### src/rtl/rob_pkg.sv
// Shared ROB parameters, entry-kind encoding and per-entry payload layout.
package rob_pkg;
   localparam int ROB_R    = 4;
   localparam int ROB_SIZE = 1 << ROB_R;

   localparam logic [ROB_R:0] ROB_CAP     = (ROB_R + 1)'(ROB_SIZE);
   localparam logic [ROB_R:0] ROB_FULL_AT = (ROB_R + 1)'(ROB_SIZE - 1);

   typedef enum logic [1:0] {
      KIND_REG    = 2'd0,
      KIND_BRANCH = 2'd1,
      KIND_STORE  = 2'd2,
      KIND_HALT   = 2'd3
   } kind_e;

   typedef struct packed {
      logic [31:0] pc;
      logic [31:0] alt_pc;
      logic [31:0] value;
      logic [4:0]  rd;
      logic [1:0]  kind;
      logic        pred_taken;
   } entry_t;
endpackage

### src/rtl/rob.sv
// 16-entry reorder buffer: in-order allocate, out-of-order writeback, in-order
// commit, branch-mispredict flush and sticky halt.
module rob
   import rob_pkg::*;
(
   input  logic             clk_in,
   input  logic             rst_in,
   input  logic             rdy_in,
   input  logic             is_dc,
   input  logic [31:0]      dc_pc,
   input  logic [1:0]       dc_kind,
   input  logic [4:0]       dc_rd,
   input  logic             dc_pred_taken,
   input  logic [31:0]      dc_alt_pc,
   output logic [ROB_R-1:0] rob_tail,
   output logic             rob_full,
   input  logic             is_rs,
   input  logic [ROB_R-1:0] rs_rob_id,
   input  logic [31:0]      rs_value,
   input  logic             is_lsb,
   input  logic [ROB_R-1:0] lsb_rob_id,
   input  logic [31:0]      lsb_res,
   input  logic [ROB_R-1:0] qry1_id,
   input  logic [ROB_R-1:0] qry2_id,
   output logic             qry1_rdy,
   output logic             qry2_rdy,
   output logic [31:0]      qry1_val,
   output logic [31:0]      qry2_val,
   output logic             commit_valid,
   output logic [1:0]       commit_kind,
   output logic [4:0]       commit_rd,
   output logic [31:0]      commit_value,
   output logic [ROB_R-1:0] commit_rob_id,
   output logic [31:0]      commit_pc,
   output logic             rob_clear,
   output logic [31:0]      clear_pc,
   output logic             halt
);
   entry_t              ent [ROB_SIZE];
   logic [ROB_SIZE-1:0] busy;
   logic [ROB_SIZE-1:0] ready;
   logic [ROB_R-1:0]    head;
   logic [ROB_R-1:0]    tail;
   logic [ROB_R:0]      count;
   logic                commit_valid_q;
   logic                rob_clear_q;
   entry_t              head_ent;
   logic                live;
   logic                do_alloc;
   logic                do_commit;
   logic                mispredict;
   logic                wb_rs;
   logic                wb_lsb;

   // A pending flush swallows every request seen in its cycle.
   assign live       = rdy_in && !rob_clear_q;
   assign head_ent   = ent[head];
   assign do_alloc   = live && is_dc && (count != ROB_CAP);
   assign do_commit  = live && !halt && busy[head] && ready[head];
   assign mispredict = (head_ent.kind == KIND_BRANCH) &&
                       (head_ent.value[0] != head_ent.pred_taken);
   assign wb_rs      = live && is_rs && busy[rs_rob_id];
   assign wb_lsb     = live && is_lsb && busy[lsb_rob_id];

   assign rob_tail     = tail;
   assign rob_full     = (count >= ROB_FULL_AT);
   assign commit_valid = commit_valid_q && rdy_in;
   assign rob_clear    = rob_clear_q && rdy_in;

   always_ff @(posedge clk_in or negedge rst_in) begin
      if (!rst_in) begin
         busy           <= '0;
         ready          <= '0;
         head           <= '0;
         tail           <= '0;
         count          <= '0;
         commit_valid_q <= 1'b0;
         rob_clear_q    <= 1'b0;
         commit_kind    <= '0;
         commit_rd      <= '0;
         commit_value   <= '0;
         commit_rob_id  <= '0;
         commit_pc      <= '0;
         clear_pc       <= '0;
         halt           <= 1'b0;
      end else if (rdy_in) begin
         if (rob_clear_q) begin
            busy           <= '0;
            ready          <= '0;
            head           <= '0;
            tail           <= '0;
            count          <= '0;
            commit_valid_q <= 1'b0;
            rob_clear_q    <= 1'b0;
         end else begin
            commit_valid_q <= do_commit;
            rob_clear_q    <= do_commit && mispredict;
            if (do_commit) begin
               commit_kind   <= head_ent.kind;
               commit_rd     <= head_ent.rd;
               commit_value  <= head_ent.value;
               commit_rob_id <= head;
               commit_pc     <= head_ent.pc;
               if (mispredict) clear_pc <= head_ent.alt_pc;
               if (head_ent.kind == KIND_HALT) halt <= 1'b1;
            end
            if (do_alloc) begin
               busy[tail]  <= 1'b1;
               ready[tail] <= (dc_kind == KIND_HALT);
               tail        <= tail + 4'd1;
            end
            if (wb_lsb) ready[lsb_rob_id] <= 1'b1;
            if (wb_rs) ready[rs_rob_id] <= 1'b1;
            if (do_commit) begin
               busy[head] <= 1'b0;
               head       <= head + 4'd1;
            end
            unique case ({do_alloc, do_commit})
               2'b10:   count <= count + 5'd1;
               2'b01:   count <= count - 5'd1;
               default: ;
            endcase
         end
      end
   end

   // Payload carries no reset; busy/ready gate every use of it.
   always_ff @(posedge clk_in) begin
      if (do_alloc) begin
         ent[tail].pc         <= dc_pc;
         ent[tail].alt_pc     <= dc_alt_pc;
         ent[tail].rd         <= dc_rd;
         ent[tail].kind       <= dc_kind;
         ent[tail].pred_taken <= dc_pred_taken;
      end
      if (wb_lsb) ent[lsb_rob_id].value <= lsb_res;
      if (wb_rs) ent[rs_rob_id].value <= rs_value;
   end

   // Bus bypass overrides stored state; the ALU bus wins over the LSB bus.
   always_comb begin
      qry1_rdy = busy[qry1_id] && ready[qry1_id];
      qry1_val = ent[qry1_id].value;
      qry2_rdy = busy[qry2_id] && ready[qry2_id];
      qry2_val = ent[qry2_id].value;
      if (is_lsb && (lsb_rob_id == qry1_id)) begin
         qry1_rdy = 1'b1;
         qry1_val = lsb_res;
      end
      if (is_rs && (rs_rob_id == qry1_id)) begin
         qry1_rdy = 1'b1;
         qry1_val = rs_value;
      end
      if (is_lsb && (lsb_rob_id == qry2_id)) begin
         qry2_rdy = 1'b1;
         qry2_val = lsb_res;
      end
      if (is_rs && (rs_rob_id == qry2_id)) begin
         qry2_rdy = 1'b1;
         qry2_val = rs_value;
      end
   end
endmodule

### config.mk
export PLATFORM = sky130hd
export DESIGN_NAME = rob
export DESIGN_NICKNAME = d
export VERILOG_FILES = /design/src/rtl/rob_pkg.sv /design/src/rtl/rob.sv
export SDC_FILE = /design/constraint.sdc
export NUM_CORES = 2
export LEC_CHECK = 0
export BUFFER_PORTS_ARGS = -buffer_cell sky130_fd_sc_hd__buf_2
export CAP_MARGIN = 20
export CORE_MARGIN = 2
export CORE_UTILIZATION = 29
export CTS_BUF_LIST = sky130_fd_sc_hd__clkbuf_8
export CTS_CLUSTER_DIAMETER = 30
export CTS_CLUSTER_SIZE = 30
export DETAILED_ROUTE_END_ITERATION = 8
export PLACE_DENSITY_LB_ADDON = 0.25
export SLEW_MARGIN = 20
export SYNTH_ARGS = -nofsm -noshare
export SYNTH_HDL_FRONTEND = slang
export SYNTH_SLANG_ARGS = --single-unit
### constraint.sdc
create_clock -name clk_in -period 4.23 [get_ports clk_in]
set_input_delay 0.423 -clock clk_in [delete_from_list [all_inputs] [get_ports clk_in]]
set_output_delay 0.423 -clock clk_in [all_outputs]
set_load 0.01 [all_outputs]
==> run metrics <==
DRT antenna net count 0; Max FO, Critical Path 33; post-synth top area cell edfxtp_1; TritonCTS Buffers 394; RSZ-0062 raised after global routing no; share of the synthesized area in the top cell type 58.7%; fmax 0.268 GHz; routed wire length 285000 um; Rows 198; max cap viols 0; hpwl dp 157000 um; commonest non-fill, non-tap cell in the layout edfxtp_1; Final nets 5066; status finished, final reports clean; number of remaining DRC errors 0; Synth warnings 0; power per cell area 457 mW/mm^2; Syn Std Cell Area 0.0852 mm^2; initial antenna violation count 73; Post-Synth Simple-Gate Area 1.35%; worst endpoint data arrival time 4.44 ns; adder-cell share of the synthesized area 0.147%; # IOs 339; Worst slew margin 19.6%; port bufs 338; Initial Utilization 29.2%; post-synthesis mux area share 31.7%; Synthesized Nets 4407; commonest cells after routing, fill and taps aside edfxtp_1 (1664), mux4_2 (848), mux2_2 (586), clkbuf_8 (427), buf_2 (329); final cell count without fillers 9143; WL met2 136000 um; Setup Buffers After CTS 0; final setup violation count 0; Placed Cells 8287; DRT Pass-1 Iters 6; first-pass GRT wire length 400000 um; die height 546 um; max-slew violation count 0; GRT Util Overall 18.8%; Lkg Pwr 34.2 nW; cts hold-fix bufs 114; routability-driven placement congestion ratio 0.784; drt wl/cell 31.2 um; via count 48400; placed cell area 0.0925 mm^2; crit end category flop; global route overflow 0; flops & latches, synth 1819; Post-synth EDFFs 1664; fill count 27400; CTS tree done; initial drt markers 5005; Distinct cells, synth 55; M1 wire length 122000 um; setup_tns 0 ns; share of post-route cells with drive strength above 1 51.2%; final hold violation count 0; Least-Margin Pin Slew 1.21 ns; worst hold path class input port to async pin; highest routed layer met5; sequential area share after synthesis 63.2%; area grow syn2layout 20.6%; CP required 4.94 ns; Clock Latency Late Sink 1.01 ns; fin area 0.103 mm^2; pin count of the biggest net entering global routing 133; ys flop type edfxtp_1; Max clock buf depth 4; DR vias/cell 5.29; Cells after Synth 4239; worst vdd ir 293 uV; CTS clk-pin slew, worst paths 0.06 ns; Final Total Pwr 46.9 mW; FFs w/ async S/R, synth 8.52%; fin crit period 3.73 ns; DIE WIDTH 546 um; startpoint types flop; H-tree Lvls 5; main combinational cell family by area after synthesis multiplexers; XOR/XNOR Fraction of Synth Area 0.226%; vias in the first global route 50400; synth top area cells edfxtp_1 (59%), mux4_2 (22%), mux2_2 (7.7%), dfrtp_1 (4.6%), clkbuf_1 (1.0%); CTS resizes 0; Die Area 0.298 mm^2; CTS Sinks 1819; Compound-Gate Fraction of Synth Area 1.42%; core area 0.292 mm^2; Clk Tree Root Cell clkbuf_8; Final Skew 0.0956 ns; WS Path Type flop to flop; Avg Synthesized Cell Area 20.1 um^2; period utilization 88.2%; met3 wire length 18700 um
[cell usage after synthesis (3+ instances only)]
cell,n
mux2_4,29
mux2i_1,82
edfxtp_1,1664
xor2_1,14
o21ai_0,106
nor3_1,5
buf_6,4
buf_4,14
a31oi_1,20
and2_1,5
clkbuf_1,228
nand2b_1,5
dfrtp_1,155
nor3b_1,3
a21o_1,8
nand2_1,129
mux2_2,586
nand3_1,33
nand4_1,5
o221ai_1,7
nor2_1,30
and3_1,11
a22oi_1,6
a221o_1,4
buf_2,79
ha_1,10
a221oi_1,9
nor2b_1,8
buf_1,44
mux4_2,848
inv_1,27
o211ai_1,13
a21oi_1,11
xnor2_1,8
[power breakdown]
group | switching (mW) | leakage (nW) | total (mW) | internal, mW
Sequential | 0.326 | 17.0 | 20.5 | 20.2
Clock | 8.68 | 4.69 | 21.7 | 13.0
Combinational | 2.63 | 12.5 | 4.74 | 2.11
[stage by stage]
stage                     util (%)  setup WS [ns]  hold slack (ns)
after floorplan                  -       -0.00382            0.127
after global placement        31.7          0.755            0.462
after detailed placement      31.7          0.773            0.466
after CTS                     35.2          0.565          0.00243
after global routing          35.2          0.431           0.0503
final                         35.2          0.499           0.0802
[worst max-delay path: stages (launching register included)]
cell           delay [ns]
dfrtp_1              0.36
buf_4                0.20
nor2b_1              0.17
buf_4                0.19
nand2_1              0.10
nor3b_1              0.42
and3_2               0.27
buf_4                0.76
mux2_2               0.42
dlygate4sd3_1        0.56
[state kept, by name, summed over array words and instances (netlist names)]
name,cells
halt,1
count,5
ready,16
head,4
rob_clear_q,1
clear_pc,32
commit_value,32
commit_valid_q,1
commit_rob_id,4
rob_tail,4
commit_kind,2
busy,16
commit_pc,32
ent,1664
commit_rd,5
[cell type report]
cell class / instances / area [um^2] / area share, %
diodes: 14 / 35.0 / 0.0341
clock buffers: 427 / 5880 / 5.72
clock inverters: 300 / 3100 / 3.02
inverters: 28 / 185 / 0.180
multi-input cells: 2022 / 29900 / 29.1
flip-flops and latches: 1819 / 53900 / 52.4
well taps: 3900 / 4880 / 4.75
repair buffers: 633 / 4890 / 4.76
[per-layer routing]
| metal | vias to the layer above | track usage [%] |
|---|---|---|
| met2 | 1975 | 30.3 |
| met3 | 539 | 3.88 |
| met1 | 26400 | 25.4 |
| met5 | - | 0 |
| li1 | 19400 | - |
| met4 | 42 | 5.77 |
[kinds of logic (layout without fill, tap and decap cells)]
| family | after synthesis | count (layout) |
|---|---|---|
| adder cells (fa/ha/maj) | 10 | 10 |
| AND/OR/NAND/NOR | 248 | 248 |
| AO/OA/AOI/OAI | 197 | 197 |
| other | 0 | 14 |
| XOR/XNOR | 22 | 22 |
| buffers and inverters | 398 | 1388 |
| multiplexers | 1545 | 1545 |
| flip-flops | 1819 | 1819 |
[worst paths after layout]
path	end	from	slack, ns	cells past startpoint
max	ent[11][35]$_DFFE_PP_	rob_clear_q$_DFFE_PN0P_	0.50	9
min	clear_pc[15]$_DFFE_PN0P_	rst_in	0.08	2
max reg2reg	ent[11][35]$_DFFE_PP_	rob_clear_q$_DFFE_PN0P_	0.50	9
min reg2reg	commit_rob_id[3]$_DFFE_PN0P_	commit_rob_id[3]$_DFFE_PN0P_	0.48	2
max in group asynchronous	commit_value[29]$_DFFE_PN0P_	rst_in	3.07	3
min in group clk_in	ent[10][37]$_DFFE_PP_	lsb_res[29]	0.08	2
Note: power is estimated with default switching activity, not from simulation.
